File: src/rtl/acc_req_tagger.sv
// acc_req_tagger: tags core offload requests with free IDs and routes tagged responses back
// Ports:
//   clk_i, rst_i          clock (rising edge), asynchronous active-high reset
//   core_q_*              core offload request in (wb=1 means a response is expected)
//   acc_q_*               registered, ID-tagged request out to the interconnect
//   acc_p_*               response in from the interconnect
//   core_p_*              registered response out to the core
//   outstanding_o         number of allocated IDs
//   err_o                 sticky protocol error
// Build option: define ACC_REQ_TAGGER_ID_CHECK_EN to drop responses whose ID is not
// allocated and flag them on err_o; otherwise responses are forwarded and err_o is 0.
package acc_pkg;
    localparam int AccAddrWidth = 32;
endpackage

module acc_req_tagger #(
    parameter int  NumIds       = 4,
    parameter int  AccAddrWidth = acc_pkg::AccAddrWidth,
    parameter int  DataWidth    = 32,
    localparam int IdWidth      = $clog2(NumIds)
) (
    input  logic                    clk_i,
    input  logic                    rst_i,
    input  logic                    core_q_valid_i,
    input  logic [AccAddrWidth-1:0] core_q_addr_i,
    input  logic [DataWidth-1:0]    core_q_data_i,
    input  logic                    core_q_wb_i,
    output logic                    core_q_ready_o,
    output logic                    acc_q_valid_o,
    output logic [AccAddrWidth-1:0] acc_q_addr_o,
    output logic [DataWidth-1:0]    acc_q_data_o,
    output logic [IdWidth-1:0]      acc_q_id_o,
    input  logic                    acc_q_ready_i,
    input  logic                    acc_p_valid_i,
    input  logic [IdWidth-1:0]      acc_p_id_i,
    input  logic [DataWidth-1:0]    acc_p_data_i,
    output logic                    acc_p_ready_o,
    output logic                    core_p_valid_o,
    output logic [IdWidth-1:0]      core_p_id_o,
    output logic [DataWidth-1:0]    core_p_data_o,
    input  logic                    core_p_ready_i,
    output logic [IdWidth:0]        outstanding_o,
    output logic                    err_o
);
    logic [NumIds-1:0]       free_q, free_d;
    logic                    req_valid_q, req_valid_d;
    logic [AccAddrWidth-1:0] req_addr_q, req_addr_d;
    logic [DataWidth-1:0]    req_data_q, req_data_d;
    logic [IdWidth-1:0]      req_id_q, req_id_d;
    logic                    rsp_valid_q, rsp_valid_d;
    logic [IdWidth-1:0]      rsp_id_q, rsp_id_d;
    logic [DataWidth-1:0]    rsp_data_q, rsp_data_d;
    logic [IdWidth:0]        outstanding_q, outstanding_d;
    logic [IdWidth:0]        free_cnt;
    logic [IdWidth-1:0]      sel_id;
    logic                    has_free, core_hs, alloc, rsp_hs, rsp_drop, rsp_load;

    // Selection looks at the registered bitmap only, so an ID released this cycle
    // cannot be handed out again before the next cycle.
    always_comb begin
        sel_id = '0;
        for (int i = NumIds - 1; i >= 0; i--)
            if (free_q[i]) sel_id = IdWidth'(i);
    end

    assign has_free       = |free_q;
    assign core_q_ready_o = (!req_valid_q || acc_q_ready_i) && (!core_q_wb_i || has_free);
    assign core_hs        = core_q_valid_i && core_q_ready_o;
    assign alloc          = core_hs && core_q_wb_i;
    assign acc_p_ready_o  = !rsp_valid_q || core_p_ready_i;
    assign rsp_hs         = acc_p_valid_i && acc_p_ready_o;
    assign rsp_load       = rsp_hs && !rsp_drop;

`ifdef ACC_REQ_TAGGER_ID_CHECK_EN
    logic err_q, err_d;
    assign rsp_drop = free_q[acc_p_id_i];
    assign err_o    = err_q;
    always_comb err_d = err_q || (rsp_hs && rsp_drop);
    always_ff @(posedge clk_i or posedge rst_i) begin
        if (rst_i) err_q <= 1'b0;
        else       err_q <= err_d;
    end
`else
    assign rsp_drop = 1'b0;
    assign err_o    = 1'b0;
`endif

    always_comb begin
        free_d = free_q;
        if (rsp_hs) free_d[acc_p_id_i] = 1'b1;
        if (alloc)  free_d[sel_id]     = 1'b0;
        req_valid_d = core_hs || (req_valid_q && !acc_q_ready_i);
        req_addr_d  = core_hs ? core_q_addr_i : req_addr_q;
        req_data_d  = core_hs ? core_q_data_i : req_data_q;
        req_id_d    = core_hs ? (core_q_wb_i ? sel_id : '0) : req_id_q;
        rsp_valid_d = rsp_load || (rsp_valid_q && !core_p_ready_i);
        rsp_id_d    = rsp_load ? acc_p_id_i : rsp_id_q;
        rsp_data_d  = rsp_load ? acc_p_data_i : rsp_data_q;
        free_cnt = '0;
        for (int i = 0; i < NumIds; i++)
            free_cnt = free_cnt + (IdWidth+1)'(free_d[i]);
        outstanding_d = (IdWidth+1)'(NumIds) - free_cnt;
    end

    always_ff @(posedge clk_i or posedge rst_i) begin
        if (rst_i) begin
            free_q        <= '1;
            req_valid_q   <= 1'b0;
            req_addr_q    <= '0;
            req_data_q    <= '0;
            req_id_q      <= '0;
            rsp_valid_q   <= 1'b0;
            rsp_id_q      <= '0;
            rsp_data_q    <= '0;
            outstanding_q <= '0;
        end else begin
            free_q        <= free_d;
            req_valid_q   <= req_valid_d;
            req_addr_q    <= req_addr_d;
            req_data_q    <= req_data_d;
            req_id_q      <= req_id_d;
            rsp_valid_q   <= rsp_valid_d;
            rsp_id_q      <= rsp_id_d;
            rsp_data_q    <= rsp_data_d;
            outstanding_q <= outstanding_d;
        end
    end

    assign acc_q_valid_o  = req_valid_q;
    assign acc_q_addr_o   = req_addr_q;
    assign acc_q_data_o   = req_data_q;
    assign acc_q_id_o     = req_id_q;
    assign core_p_valid_o = rsp_valid_q;
    assign core_p_id_o    = rsp_id_q;
    assign core_p_data_o  = rsp_data_q;
    assign outstanding_o  = outstanding_q;
endmodule

File: config.mk
export PLATFORM = sky130hd
export DESIGN_NAME = acc_req_tagger
export DESIGN_NICKNAME = d
export VERILOG_FILES = /design/src/rtl/acc_req_tagger.sv
export SDC_FILE = /design/constraint.sdc
export NUM_CORES = 1
export LEC_CHECK = 0
export ABC_AREA = 1
export BUFFER_PORTS_ARGS = -buffer_cell sky130_fd_sc_hd__buf_2
export CORE_MARGIN = 2
export CORE_UTILIZATION = 40
export CTS_CLUSTER_DIAMETER = 200
export DETAILED_ROUTE_END_ITERATION = 16
export PLACE_DENSITY = 0.73
export RECOVER_POWER = 25
export SYNTH_ARGS = -nofsm -noshare
export SYNTH_HDL_FRONTEND = slang
export SYNTH_SLANG_ARGS = --single-unit
export TNS_END_PERCENT = 100
File: constraint.sdc
create_clock -name clk_i -period 3.2 [get_ports clk_i]
set_input_delay 0.64 -clock clk_i [delete_from_list [all_inputs] [get_ports clk_i]]
set_output_delay 0.64 -clock clk_i [all_outputs]
set_load 0.02 [all_outputs]
==> impl_metrics.yaml, run 1 <==
status:
  status: "complete, no violations"
clocking:
  cts_sinks: 109
  clockBufferDepth: 2
  cts_made_buffers: 9
  cts_tree: "yes"
  cts_setup_buffers: 0
  cts_resized: 0
  cts_root_buf: "clkbuf_8"
  clk_pin_slew_ps: 120
  hold_buffers: 0
  insertion_delay_ps: 380
  ctsHtreeMaxLevel: 3
global_route:
  use_met3_pct: 4.15
  grt_max_degree: 110
  gr-max-usage-layer: "met2"
  grt-ovfl-total: 0
  grt_pass1_wl_mm: 18.1
  track_usage_pct: 19.1
  grt_pass1_vias: 3850
  antenna_found_initial: 0
  met1_usage_pct: 25.8
  met2_usage_pct: 29.1
floorplanning:
  dieHeight_um: 110
  dieArea_mm2: 0.0121
  die_w_um: 110
  core_region_area_mm2: 0.0109
  pin_count: 213
  start_util_pct: 41.2
  rows: 38
final_layout:
  final_cell_count_no_fill: 836
  final_cell_mix: "244 x nand2_1, 210 x buf_2, 105 x dfrtp_1"
  fill_cells: 1030
  drive_above_1_share_pct: 34.9
  antenna_cells: 0
  fin_nets: 799
  fin_area_mm2: 0.00577
  syn_to_final_growth_pct: 28.8
  final_common_cell: "nand2_1"
  post-route-util_pct: 53.0
timing:
  slew_headroom_pct: 3.38
  fin_skew_ps: 20.6
  rsz0062_at_grt: "no"
  final.setup.worst_slack_ps: 759
  finalCritPeriodShare_pct: 76.3
  max_freq_mhz: 410
  final_max_slew_viol_count: 0
  setup_viol: 0
  finalHoldViolCount: 0
  final.setup.tns_ps: 0
  layout_min_cycle_time_ps: 2440
  tightest_slew_ps: 1450
worst_setup_path:
  path_max_fanout: 28
  start_kind: "flip-flop"
  end_kind: "primary output"
  critPathArrivalTime_ps: 1800
  crit_required_ps: 2560
  path_class: "reg2out"
job:
  max-cap-violations: 0
yosys:
  syn_area_per_cell_um2: 9.00
  yosys_warnings: 0
  synthCells: 498
  ys.flop_type: "dfrtp_1"
  async_reset_ff_share_pct: 100
  synth_edf_count: 0
  ys_ff_latch: 109
  syn-cell-area_mm2: 0.00448
  ys_types: 22
  ys_seq_area_share_pct: 61.0
  syn_nets: 606
place:
  dpl_cell_area_mm2: 0.00561
  dp.cells: 820
  hpwlAfterDp_mm: 7.84
  port_buffers: 211
  pre_cts_ws_ps: 742
  place.gp.congestion: 0.810
power:
  power_leakage_nw: 3.35
  ir_worst_vdd_mv: 0.268
  power-per-cell-area_mw_per_mm2: 631
routing:
  wire_per_inst_um: 13.6
  vias: 4061
  ant_nets: 0
  dr.pass1.iters: 5
  wirelength_mm: 11.3
  drc_errors: 0
  drt-vias-per-instance: 4.86
  drtIter0Drc: 333
min_path:
  hp-class: "in2reg"
power by group:
group / switching, mW / internal (mW) / total (mW)
logic: 0.714 / 0.365 / 1.08
clock network: 0.489 / 0.295 / 0.783
registers: 0.142 / 1.64 / 1.78
total: 1.34 / 2.30 / 3.64
path summary, 6_finish.rpt:
check	startpoint	end	slack [ps]	cells after the start
setup / recovery	free_q[1]	core_q_ready_o	760	5
hold / removal	acc_p_data_i[4]	core_p_data_o[4]	450	3
setup reg to reg	free_q[1]	outstanding_o[1]	880	9
hold reg to reg	acc_q_data_o[22]	acc_q_data_o[22]	480	2
max in group asynchronous	rst_i	acc_q_data_o[12]	1510	3
min in group asynchronous	rst_i	core_p_data_o[17]	810	3
metal layers:
layer,share of wire (%),vias to the layer above
met5,0,-
met4,2.3,0
met3,7.3,18
met2,46,167
met1,44,1889
li1,-,1987
Yosys cell counts (2+ instances only):
| cell | number | area share [%] |
|---|---|---|
| a21oi_1 | 3 | 0.34 |
| buf_1 | 4 | 0.34 |
| buf_2 | 22 | 2.5 |
| buf_4 | 5 | 0.84 |
| clkbuf_1 | 4 | 0.34 |
| dfrtp_1 | 105 | 59 |
| dfstp_2 | 4 | 2.3 |
| ha_1 | 2 | 0.56 |
| inv_1 | 14 | 1.2 |
| nand2_1 | 245 | 21 |
| nand3_2 | 2 | 0.45 |
| nand4_1 | 65 | 9.1 |
| nor2_1 | 10 | 0.84 |
| o21ai_0 | 5 | 0.56 |
state kept, by name, indices dropped and copies added (netlist names):
name            flops
acc_q_addr_o       32
acc_q_data_o       32
acc_q_id_o          2
acc_q_valid_o       1
core_p_data_o      32
core_p_id_o         2
core_p_valid_o      1
free_q              4
outstanding_o       3
worst max-delay path, stage by stage, from the launching register on:
cell and delay [ps]:
dfstp_2 410, nor2_4 140, nand3_2 490, nand2_1 190
inv_1 50, buf_2 150
layout make-up:
type,count,area (um^2),share of cell area (%)
Clock inverter,7,56.3,0.975
Multi-Input combinational cell,338,1510,26.1
Sequential cell,109,2730,47.3
Clock buffer,9,124,2.15
Tap cell,140,175,3.03
Timing Repair Buffer,218,1120,19.4
Inverter,15,60.1,1.04
metrics by stage:
stage                     hold WS (ps)  total power, mW
after floorplan                    542             2.48
after global placement             450             2.87
after detailed placement           454             2.90
after CTS                          440             3.68
after global routing               432             3.87
final                              451             3.64
cell families (layout without fill, tap and decap cells):
logic type      Yosys count  after routing  share of synthesized area, %
other cells               1              1                        0.0837
simple gates            326            326                          31.6
compound gates            8              8                         0.893
fa+ha+maj                 3              3                          1.01
flops                   109            109                          61.0
buf+inv                  51            249                          5.47
Note: power is estimated with default switching activity, not from simulation.
==> run 2: changes to the inputs <==
Settings changed: PLACE_DENSITY 0.73 to 0.71.
Clock period 3.2 ns to 2.25 ns, I/O delays scaled along.
==> run 2 against run 1 <==
  * First-iteration DRC count shrank 28%
  * Cell area grew 1.6%
  * Cell count grew 1.2%
  * Clock-buffer cell count grew 4
  * Critical path depth grew 4
  * Worst setup slack lost 760 ps
  * Combinational power grew 53%
  * Flip-flop and latch count is the same
  * Clock power grew 40%
  * Worst hold slack lost 210 ps
  * Register-to-register slack lost 880 ps
  * Critical path type is now reg2reg
  * Largest cell class unchanged
  * Largest power group unchanged
==> impl_metrics.yaml, run 2 (synthesis results as in run 1) <==
routing:
  drt-vias-per-instance: 4.86
  wl_met1_mm: 4.99
  wire_per_inst_um: 14.0
  drc_errors: 0
  dr.pass1.iters: 4
  vias: 4115
  ant_nets: 0
  dr_wl_met3_um: 828
  wirelength_mm: 11.8
  wl_met2_mm: 5.78
  top_layer: "met4"
  drtIter0Drc: 240
global_route:
  grt_max_degree: 68
  antenna_found_initial: 0
  grt_pass1_vias: 3947
  grt-ovfl-total: 0
  grt_pass1_wl_mm: 18.4
  track_usage_pct: 19.6
power:
  intPower_mw: 3.37
  p_sw_mw: 1.92
  ir_worst_vdd_mv: 0.455
  combPwrFrac_pct: 31.3
  swShare_pct: 36.3
  power_leakage_nw: 3.39
  pwr-share-seq_pct: 48.0
  p_clk_share_pct: 20.8
  power.total_mw: 5.29
  power-per-cell-area_mw_per_mm2: 902
worst_setup_path:
  slowest_stage: "dfstp_2"
  critPathArrivalTime_ps: 2560
  critPathTopFamily: "adder cells"
  crit_required_ps: 2560
  path_max_fanout: 5
  end_kind: "flip-flop"
  start_kind: "flip-flop"
  path_class: "reg2reg"
  crit_chain: "nor2_4 -> nand2_1 -> nand4_1 -> nor2_2 -> nor2_2 -> fa_1 -> inv_2 -> ha_4 -> ha_4"
  rr_worst_depth: 9
  path_buf_inv: 1
  slowest_delay_ps: 600
  crit_cells: 9
timing:
  rsz0062_at_grt: "yes"
  layout_min_cycle_time_ps: 2250
  slew_headroom_pct: 31.1
  final_max_slew_viol_count: 0
  tightest_slew_ps: 1030
  setup_viol: 0
  max_freq_mhz: 445
  fin_skew_ps: 8.21
  final.setup.worst_slack_ps: 1.27
  finalCritPeriodShare_pct: 99.9
  finalHoldViolCount: 0
final_layout:
  antenna_cells: 0
  fin_nets: 809
  syn_to_final_growth_pct: 30.9
  final_common_cell: "nand2_1"
  drive_above_1_share_pct: 36.3
  final_cell_mix: "244 x nand2_1, 211 x buf_2, 105 x dfrtp_1"
clocking:
  insertion_delay_ps: 360
  cts_made_buffers: 9
  cts_tree: "yes"
  clk_pin_slew_ps: 100
  clockBufferDepth: 2
  cts_root_buf: "clkbuf_8"
  cts_sinks: 109
  hold_buffers: 0
  ctsHtreeMaxLevel: 3
job:
  max-cap-violations: 0
place:
  hpwlAfterDp_mm: 8.29
  pre_cts_ws_ps: -16.5
  port_buffers: 211
  place.gp.congestion: 0.921
floorplanning:
  dieHeight_um: 110
  start_util_pct: 41.2
  die_w_um: 110
  pin_count: 213
  dieArea_mm2: 0.0121
  core_region_area_mm2: 0.0109
  rows: 38
status:
  status: "complete, no violations"
min_path:
  hp-class: "in2async"
==> run 2: path summary, 6_finish.rpt <==
kind	endpoint	start	slack, ps
max	outstanding_o[1]	free_q[2]	1
min	acc_q_id_o[1]	rst_i	240
max reg2reg	outstanding_o[1]	free_q[2]	1
min reg2reg	acc_q_addr_o[29]	acc_q_addr_o[29]	470
max in group asynchronous	acc_q_addr_o[21]	rst_i	520
min in group clk_i	core_p_data_o[12]	acc_p_data_i[12]	270
==> run 2: power groups by stage <==
| stage | Combinational (mW) | Sequential (mW) | Clock (mW) |
|---|---|---|---|
| final | 1.65 | 2.54 | 1.10 |
| after global routing | 1.84 | 2.58 | 1.22 |
| after CTS | 1.60 | 2.53 | 1.14 |
| after detailed placement | 1.60 | 2.56 | 0 |
| after global placement | 1.54 | 2.55 | 0 |
| after floorplan | 0.584 | 2.95 | 0 |
==> run 2: timing repair <==
| action | 4_1_cts | 5_1_grt |
|---|---|---|
| buffers inserted | 1 | 2 |
| gates resized for setup | 1 | 8 |
| pin swaps | 0 | 7 |
| endpoints found under the setup margin | 2 | 3 |
==> run 2: layout make-up <==
type,instances,area (um^2)
Timing Repair Buffer,228,1170
Tap cell,140,175
Inverter,15,57.6
Sequential cell,109,2730
Multi-Input combinational cell,338,1540
Fill cell,1044,5020
Clock inverter,3,21.3
Clock buffer,13,159
==> run 2: layer usage <==
metal / vias to the layer above / track usage (%)
li1: 2003 / -
met1: 1941 / 24.5
met2: 152 / 32.6
met3: 19 / 4.98
met4: 0 / 7.50
met5: - / 0
==> run 2: through the flow <==
step	std cells	hold slack [ps]	setup TNS [ps]	util [%]	area (um^2)
2_1_floorplan	498	542	0	-	4480
3_3_place_gp	827	448	0	52.0	5660
3_5_place_dp	827	454	-16.5	52.0	5660
4_1_cts	844	131	0	53.7	5850
5_1_grt	846	257	-203	53.8	5860
6_report	846	240	0	53.8	5860
